File: src/rtl/ct_ifu_icache_predecd_ctrl_pkg.sv
// Shared IFU definitions for the icache predecode array controller.
package ct_ifu_icache_predecd_ctrl_pkg;

  // Invalidate sweep FSM states.
  typedef enum logic [1:0] {
    PdIdle  = 2'd0,
    PdSweep = 2'd1,
    PdDone  = 2'd2
  } pd_state_e;

  // MSB of the ifu index used by the predecode SRAM, derived from the icache size.
`ifdef ICACHE_64K
  localparam int unsigned IcacheIdxHi = 13;
`elsif ICACHE_16K
  localparam int unsigned IcacheIdxHi = 11;
`else
  localparam int unsigned IcacheIdxHi = 12;
`endif

  localparam int unsigned PdIndexW = 16;

  // Value written into every entry by the invalidate sweep.
  localparam logic [31:0] PredecdInvVal = 32'b0;

  // SRAM index of a fetch/refill address: the low three bits never reach the array.
  function automatic logic [PdIndexW-1:0] pd_line_index(input logic [PdIndexW-1:0] idx);
    return {idx[PdIndexW-1:3], 3'b000};
  endfunction

endpackage

File: src/rtl/ct_ifu_icache_predecd_ctrl_if.sv
// Request/grant and SRAM-control bundle of the predecode array controller.
interface ct_ifu_icache_predecd_ctrl_if #(
  parameter int unsigned DATA_W = 32
);
  // Requesters
  logic              cp0_ifu_icache_inv_req;
  logic              refill_predecd_vld;
  logic [15:0]       refill_predecd_index;
  logic [DATA_W-1:0] refill_predecd_din;
  logic              ifctrl_predecd_rd_req;
  logic [15:0]       ifctrl_predecd_index;
  // Grants and status
  logic              predecd_refill_grnt;
  logic              predecd_ifctrl_grnt;
  logic              predecd_ifctrl_rd_vld;
  logic              predecd_inv_busy;
  logic              predecd_inv_done;
  // SRAM control
  logic              ifu_icache_predecd_cen_b;
  logic              ifu_icache_predecd_wen_b;
  logic [15:0]       ifu_icache_predecd_index;
  logic [DATA_W-1:0] ifu_icache_predecd_din;
  logic              ifu_icache_predecd_clk_en;

  // Requester side: IFU pipeline, refill unit and CP0.
  modport master (
    output cp0_ifu_icache_inv_req, refill_predecd_vld, refill_predecd_index,
           refill_predecd_din, ifctrl_predecd_rd_req, ifctrl_predecd_index,
    input  predecd_refill_grnt, predecd_ifctrl_grnt, predecd_ifctrl_rd_vld,
           predecd_inv_busy, predecd_inv_done, ifu_icache_predecd_cen_b,
           ifu_icache_predecd_wen_b, ifu_icache_predecd_index, ifu_icache_predecd_din,
           ifu_icache_predecd_clk_en
  );

  // Controller side.
  modport slave (
    input  cp0_ifu_icache_inv_req, refill_predecd_vld, refill_predecd_index,
           refill_predecd_din, ifctrl_predecd_rd_req, ifctrl_predecd_index,
    output predecd_refill_grnt, predecd_ifctrl_grnt, predecd_ifctrl_rd_vld,
           predecd_inv_busy, predecd_inv_done, ifu_icache_predecd_cen_b,
           ifu_icache_predecd_wen_b, ifu_icache_predecd_index, ifu_icache_predecd_din,
           ifu_icache_predecd_clk_en
  );
endinterface

File: src/rtl/ct_ifu_predecd_inv_fsm.sv
// Invalidate sweep: walks every predecode entry once, one write per cycle.
module ct_ifu_predecd_inv_fsm
  import ct_ifu_icache_predecd_ctrl_pkg::*;
#(
  parameter int unsigned IDX_HI = IcacheIdxHi
) (
  input  logic                clk_i,
  input  logic                rst_ni,
  input  logic                inv_req_i,
  output logic                busy_o,
  output logic                done_o,
  output logic [PdIndexW-1:0] sweep_index_o
);

  localparam int unsigned CntW  = IDX_HI - 2;
  localparam int unsigned DEPTH = 1 << CntW;
  localparam logic [CntW-1:0] CntLast = CntW'(DEPTH - 1);

  pd_state_e       state_q, state_d;
  logic [CntW-1:0] cnt_q, cnt_d;

  // State and sweep counter; reset aborts a sweep with no done pulse.
  always_ff @(posedge clk_i or negedge rst_ni) begin
    if (!rst_ni) begin
      state_q <= PdIdle;
      cnt_q   <= '0;
    end else begin
      state_q <= state_d;
      cnt_q   <= cnt_d;
    end
  end

  // Next state; inv_req outside idle is dropped, not queued.
  always_comb begin
    state_d = state_q;
    cnt_d   = cnt_q;
    busy_o  = 1'b0;
    done_o  = 1'b0;
    unique case (state_q)
      PdIdle: begin
        if (inv_req_i) begin
          state_d = PdSweep;
          cnt_d   = '0;
        end
      end
      PdSweep: begin
        busy_o = 1'b1;
        // Terminal detected by compare so the last write is never skipped by a wrap.
        if (cnt_q == CntLast) begin
          state_d = PdDone;
          cnt_d   = '0;
        end else begin
          cnt_d = cnt_q + 1'b1;
        end
      end
      PdDone: begin
        done_o  = 1'b1;
        state_d = PdIdle;
      end
      default: state_d = PdIdle;
    endcase
  end

  assign sweep_index_o = PdIndexW'({cnt_q, 3'b000});

endmodule

File: src/rtl/ct_ifu_icache_predecd_ctrl.sv
// Predecode array bank controller: arbitrates sweep, refill and fetch onto one SRAM port.
module ct_ifu_icache_predecd_ctrl
  import ct_ifu_icache_predecd_ctrl_pkg::*;
#(
  parameter int unsigned IDX_HI = IcacheIdxHi,
  parameter int unsigned DATA_W = 32
) (
  input  logic                          forever_cpuclk,
  input  logic                          cpurst_b,
  ct_ifu_icache_predecd_ctrl_if.slave   bus
);

  logic                sweep_busy;
  logic                sweep_done;
  logic [PdIndexW-1:0] sweep_index;

  logic                refill_grnt;
  logic                ifctrl_grnt;
  logic                cen_b;
  logic                wen_b;
  logic [PdIndexW-1:0] sram_index;
  logic [DATA_W-1:0]   sram_din;
  logic                rd_vld_q;

  ct_ifu_predecd_inv_fsm #(
    .IDX_HI (IDX_HI)
  ) u_inv_fsm (
    .clk_i         (forever_cpuclk),
    .rst_ni        (cpurst_b),
    .inv_req_i     (bus.cp0_ifu_icache_inv_req),
    .busy_o        (sweep_busy),
    .done_o        (sweep_done),
    .sweep_index_o (sweep_index)
  );

  // Fixed priority: sweep write > refill write > fetch read; one access per cycle.
  always_comb begin
    refill_grnt = 1'b0;
    ifctrl_grnt = 1'b0;
    cen_b       = 1'b1;
    wen_b       = 1'b1;
    sram_index  = '0;
    sram_din    = '0;
    if (sweep_busy) begin
      cen_b      = 1'b0;
      wen_b      = 1'b0;
      sram_index = sweep_index;
      sram_din   = DATA_W'(PredecdInvVal);
    end else if (bus.refill_predecd_vld) begin
      refill_grnt = 1'b1;
      cen_b       = 1'b0;
      wen_b       = 1'b0;
      sram_index  = pd_line_index(bus.refill_predecd_index);
      sram_din    = bus.refill_predecd_din;
    end else if (bus.ifctrl_predecd_rd_req) begin
      ifctrl_grnt = 1'b1;
      cen_b       = 1'b0;
      sram_index  = pd_line_index(bus.ifctrl_predecd_index);
    end
  end

  // SRAM dout is valid the cycle after a granted read.
  always_ff @(posedge forever_cpuclk or negedge cpurst_b) begin
    if (!cpurst_b) begin
      rd_vld_q <= 1'b0;
    end else begin
      rd_vld_q <= ifctrl_grnt;
    end
  end

  assign bus.predecd_refill_grnt       = refill_grnt;
  assign bus.predecd_ifctrl_grnt       = ifctrl_grnt;
  assign bus.predecd_ifctrl_rd_vld     = rd_vld_q;
  assign bus.predecd_inv_busy          = sweep_busy;
  assign bus.predecd_inv_done          = sweep_done;
  assign bus.ifu_icache_predecd_cen_b  = cen_b;
  assign bus.ifu_icache_predecd_wen_b  = wen_b;
  assign bus.ifu_icache_predecd_index  = sram_index;
  assign bus.ifu_icache_predecd_din    = sram_din;
  // Gated clock only ticks on access cycles.
  assign bus.ifu_icache_predecd_clk_en = ~cen_b;

endmodule

File: src/flat_wrapper.sv
// flat-port wrapper written by rule: the top's interface ports become plain ports
module ct_ifu_icache_predecd_ctrl_flat import ct_ifu_icache_predecd_ctrl_pkg::*;
#(
  parameter int unsigned IDX_HI = IcacheIdxHi,
  parameter int unsigned DATA_W = 32
)
  (forever_cpuclk, cpurst_b, bus_cp0_ifu_icache_inv_req, bus_refill_predecd_vld, bus_refill_predecd_index, bus_refill_predecd_din, bus_ifctrl_predecd_rd_req, bus_ifctrl_predecd_index, bus_predecd_refill_grnt, bus_predecd_ifctrl_grnt, bus_predecd_ifctrl_rd_vld, bus_predecd_inv_busy, bus_predecd_inv_done, bus_ifu_icache_predecd_cen_b, bus_ifu_icache_predecd_wen_b, bus_ifu_icache_predecd_index, bus_ifu_icache_predecd_din, bus_ifu_icache_predecd_clk_en);
  ct_ifu_icache_predecd_ctrl_if #(.DATA_W(DATA_W)) bus_i ();
  input  logic forever_cpuclk;
  input  logic cpurst_b;
  input wire logic [$bits(bus_i.cp0_ifu_icache_inv_req)-1:0] bus_cp0_ifu_icache_inv_req;
  input wire logic [$bits(bus_i.refill_predecd_vld)-1:0] bus_refill_predecd_vld;
  input wire logic [$bits(bus_i.refill_predecd_index)-1:0] bus_refill_predecd_index;
  input wire logic [$bits(bus_i.refill_predecd_din)-1:0] bus_refill_predecd_din;
  input wire logic [$bits(bus_i.ifctrl_predecd_rd_req)-1:0] bus_ifctrl_predecd_rd_req;
  input wire logic [$bits(bus_i.ifctrl_predecd_index)-1:0] bus_ifctrl_predecd_index;
  output wire logic [$bits(bus_i.predecd_refill_grnt)-1:0] bus_predecd_refill_grnt;
  output wire logic [$bits(bus_i.predecd_ifctrl_grnt)-1:0] bus_predecd_ifctrl_grnt;
  output wire logic [$bits(bus_i.predecd_ifctrl_rd_vld)-1:0] bus_predecd_ifctrl_rd_vld;
  output wire logic [$bits(bus_i.predecd_inv_busy)-1:0] bus_predecd_inv_busy;
  output wire logic [$bits(bus_i.predecd_inv_done)-1:0] bus_predecd_inv_done;
  output wire logic [$bits(bus_i.ifu_icache_predecd_cen_b)-1:0] bus_ifu_icache_predecd_cen_b;
  output wire logic [$bits(bus_i.ifu_icache_predecd_wen_b)-1:0] bus_ifu_icache_predecd_wen_b;
  output wire logic [$bits(bus_i.ifu_icache_predecd_index)-1:0] bus_ifu_icache_predecd_index;
  output wire logic [$bits(bus_i.ifu_icache_predecd_din)-1:0] bus_ifu_icache_predecd_din;
  output wire logic [$bits(bus_i.ifu_icache_predecd_clk_en)-1:0] bus_ifu_icache_predecd_clk_en;
  assign bus_i.cp0_ifu_icache_inv_req = bus_cp0_ifu_icache_inv_req;
  assign bus_i.refill_predecd_vld = bus_refill_predecd_vld;
  assign bus_i.refill_predecd_index = bus_refill_predecd_index;
  assign bus_i.refill_predecd_din = bus_refill_predecd_din;
  assign bus_i.ifctrl_predecd_rd_req = bus_ifctrl_predecd_rd_req;
  assign bus_i.ifctrl_predecd_index = bus_ifctrl_predecd_index;
  assign bus_predecd_refill_grnt = bus_i.predecd_refill_grnt;
  assign bus_predecd_ifctrl_grnt = bus_i.predecd_ifctrl_grnt;
  assign bus_predecd_ifctrl_rd_vld = bus_i.predecd_ifctrl_rd_vld;
  assign bus_predecd_inv_busy = bus_i.predecd_inv_busy;
  assign bus_predecd_inv_done = bus_i.predecd_inv_done;
  assign bus_ifu_icache_predecd_cen_b = bus_i.ifu_icache_predecd_cen_b;
  assign bus_ifu_icache_predecd_wen_b = bus_i.ifu_icache_predecd_wen_b;
  assign bus_ifu_icache_predecd_index = bus_i.ifu_icache_predecd_index;
  assign bus_ifu_icache_predecd_din = bus_i.ifu_icache_predecd_din;
  assign bus_ifu_icache_predecd_clk_en = bus_i.ifu_icache_predecd_clk_en;
  ct_ifu_icache_predecd_ctrl #(.IDX_HI(IDX_HI), .DATA_W(DATA_W)) u_core (.forever_cpuclk(forever_cpuclk), .cpurst_b(cpurst_b), .bus(bus_i));
endmodule
File: config.mk
export PLATFORM = sky130hd
export DESIGN_NAME = ct_ifu_icache_predecd_ctrl_flat
export DESIGN_NICKNAME = d
export VERILOG_FILES = /design/src/rtl/ct_ifu_icache_predecd_ctrl_pkg.sv /design/src/rtl/ct_ifu_icache_predecd_ctrl_if.sv /design/src/rtl/ct_ifu_predecd_inv_fsm.sv /design/src/rtl/ct_ifu_icache_predecd_ctrl.sv /design/src/flat_wrapper.sv
export SDC_FILE = /design/constraint.sdc
export NUM_CORES = 1
export LEC_CHECK = 0
export ABC_CLOCK_PERIOD_IN_PS = 1700
export CAP_MARGIN = 10
export CORE_UTILIZATION = 28
export CTS_CLUSTER_SIZE = 40
export DETAILED_ROUTE_END_ITERATION = 6
export PLACE_DENSITY = 0.85
export SYNTH_ARGS = -nofsm -noshare
export SYNTH_HDL_FRONTEND = slang
export SYNTH_SLANG_ARGS = --single-unit
File: constraint.sdc
create_clock -name forever_cpuclk -period 1.7 [get_ports forever_cpuclk]
set_clock_uncertainty 0.05 [all_clocks]
set_input_delay 0.34 -clock forever_cpuclk [delete_from_list [all_inputs] [get_ports forever_cpuclk]]
set_output_delay 0.34 -clock forever_cpuclk [all_outputs]
set_load 0.02 [all_outputs]
==> metrics <==
CP Data Arrival Time=1.44 ns; status=complete, but fails checks; Post-DP HPWL=3.45 mm; top cell type's share of synthesized area=28.9%; Global Route met2 Usage=38.8%; largest net degree at the start of global routing=23; drt wl/cell=13.9 um; initial core utilization=29.9%; Final Hold Fails=0; design area=0.00260 mm2; # setup viols final=42; Mapped Area=0.00113 mm2; kind of critical path=flop to output port; clock root buffer master=clkbuf_8; num rows=22; highest clock rate=547 MHz; cells taking the most area after synthesis=dfrtp_1 29%, and3_1 18%, nor2_1 11%, a221oi_1 7.8%, xnor2_1 3.1%; DIE WIDTH=65.5 um; Data required, critical path=1.31 ns; gr ovfl total=0; PD cells=1350 mW/mm2; Gate Count Post-Synth=152; Reg power frac=12.8%; CTS H-tree depth=1; DP Cell Count=325; remaining antenna violation count after routing=0; met1 GRT Util=24.3%; Routed Wire Length=4.63 mm; ANT cells=0; Logic pwr share=79.2%; CTS clk-pin slew, worst paths=0.06 ns; VDD IR max=0.916 mV; chip height=65.5 um; Synth cell types=32; Lkg Pwr=1.29 nW; hold buffer count at CTS=0; vias per cell=4.87; NetSw=1.62 mW; final cycle utilization of the critical path=107%; via count=1621; met3 Track Usage GR=5.21%; Fin Hold WS=0.352 ns; Syn Area/Cell=7.42 um2; Net Sw Frac=46.2%; DRT Pass-1 Iters=4; number of I/O pins=125; Final min period=1.83 ns; worst hold path type=input pin to async pin; Crit. End Element=output port; clk sinks=13; first-pass GRT wire length=7.06 mm; vias in the first global route=1516; gr usage total=21.2%; final setup margin=-0.127 ns; P&R area growth vs syn=131%; Num CTS Buffers=3; DR DRC count=0; share of cells above drive strength 1=41.4%; initial antenna violation count=0; Clk pwr share=8.0%; core area=0.00377 mm2; CP max FO=8; # nets final=356; Initial DRC Count=38; violated checks=negative setup slack; Max Transition Viols Final=0; CTS tree=done; clock buffer depth=2; gpl congestion=0.788; number of port buffers=115; cell taking the most area after synthesis=dfrtp_1; Finished Layout Cells=333; Post-synth EDFFs=0; Max Cap Viol=0; Seq cells post-synth=13; CP startpoint kind=flop; Synth Warn #=0; Fillers=333; RSZ-0062 raised after global routing=true; Seq/Total Area, Yosys=28.9%; FFs w/ async S/R, synth=100%; Post-Place Worst Slack=-0.738 ns; area of placed instances=0.00246 mm2; gr busiest metal=met2; Cell Int Power=1.88 mW; clk_lat worst skew=0.25 ns; Die ar.=0.00428 mm2; Top FF cell, synth=dfrtp_1
## critical path, stage by stage (launching register included)
cell	delay [ns]
dfrtp_1	0.37
nand2b_4	0.20
inv_6	0.07
buf_12	0.15
a221oi_4	0.20
nor2_2	0.05
buf_4	0.15
## state kept, by name, summed over array words and instances (netlist names)
register / cells
u_core.bus.predecd_ifctrl_rd_vld: 1
u_core.u_inv_fsm.cnt_q: 10
u_core.u_inv_fsm.state_q: 2
## path summary, 6_finish.rpt
check / startpoint / endpoint / slack, ns / cells after the start
hold / removal: cpurst_b / u_core.u_inv_fsm.cnt_q[1]$_DFFE_PN0P_ / 0.35 / 2
max in group asynchronous: cpurst_b / u_core.u_inv_fsm.state_q[0]$_DFFE_PN0P_ / 1.09 / 2
setup reg to reg: u_core.u_inv_fsm.state_q[1]$_DFFE_PN0P_ / u_core.u_inv_fsm.cnt_q[5]$_DFFE_PN0P_ / 0.14 / 7
setup / recovery: u_core.u_inv_fsm.state_q[1]$_DFFE_PN0P_ / bus_ifu_icache_predecd_index[11] / -0.13 / 6
min in group forever_cpuclk: u_core.u_inv_fsm.cnt_q[8]$_DFFE_PN0P_ / u_core.u_inv_fsm.cnt_q[8]$_DFFE_PN0P_ / 0.48 / 1
hold reg to reg: u_core.u_inv_fsm.cnt_q[8]$_DFFE_PN0P_ / u_core.u_inv_fsm.cnt_q[8]$_DFFE_PN0P_ / 0.48 / 1
## synthesized netlist by cell type, types with 2 or more instances
| cell type | n |
|---|---|
| xnor2_1 | 4 |
| buf_4 | 3 |
| dfrtp_1 | 13 |
| inv_1 | 4 |
| nor2_1 | 33 |
| a22o_1 | 2 |
| a221oi_1 | 10 |
| and3_1 | 32 |
| a31oi_1 | 2 |
| buf_2 | 5 |
| nand3_1 | 4 |
| nand2_1 | 5 |
| and2_1 | 2 |
| nor4_1 | 2 |
| a22oi_1 | 3 |
| clkbuf_1 | 9 |
| o21ai_0 | 3 |
| nor2b_1 | 2 |
## through the flow
stage | utilization, % | total power [mW] | setup TNS (ns)
floorplan | - | 1.74 | -0.0612
global placement | 65.3 | 2.92 | -29.01
detailed placement | 65.3 | 2.95 | -30.67
CTS | 65.1 | 3.30 | -2.50
global route | 68.9 | 3.74 | -4.31
finish | 68.9 | 3.50 | -1.73
## layer usage
metal / up-vias / wire, um
li1: 804 / -
met1: 727 / 1830
met2: 83 / 2360
met3: 7 / 381
met4: 0 / 54
met5: - / 0
## power groups by stage
| stage | Sequential (mW) | Combinational [mW] | Clock (mW) |
|---|---|---|---|
| finish | 0.448 | 2.77 | 0.279 |
| global route | 0.461 | 2.97 | 0.306 |
| CTS | 0.448 | 2.57 | 0.285 |
| detailed placement | 0.443 | 2.51 | 0 |
| global placement | 0.439 | 2.48 | 0 |
| floorplan | 0.450 | 1.29 | 0 |
## repair_timing
| action | CTS | global route |
|---|---|---|
| buffers inserted | 0 | 3 |
| endpoints found under the setup margin | 52 | 51 |
| pin swaps | 2 | 1 |
| hold endpoints to repair | 0 | 0 |
| gates resized for setup | 253 | 34 |
| gates cloned | 2 | 0 |
## area by class of cell
class | count | area (um2) | area share, %
Sequential cell | 13 | 325 | 12.5
Clock buffer | 4 | 45.0 | 1.73
Timing Repair Buffer | 144 | 1250 | 48.0
Multi-Input combinational cell | 120 | 902 | 34.7
Inverter | 4 | 20.0 | 0.770
Tap cell | 48 | 60.1 | 2.31
## placed cells by master (no fill, tap or decap), types with 9 or more instances in the layout
master	netlist	final
buf_6	0	14
clkdlybuf4s50_1	0	61
buf_4	3	32
and3_1	32	29
buf_2	5	31
nor2_1	33	24
dfrtp_1	13	13
nor2_2	1	9
## kinds of logic after synthesis
group           share of synthesized area (%)
fa+ha+maj                                1.11
buf+inv                                  8.54
flops                                    28.9
xor+xnor                                 3.11
simple gates                             39.6
compound gates                           17.4
other cells                             0.333
mux                                     0.999
Power figures use the tool's default switching activity.
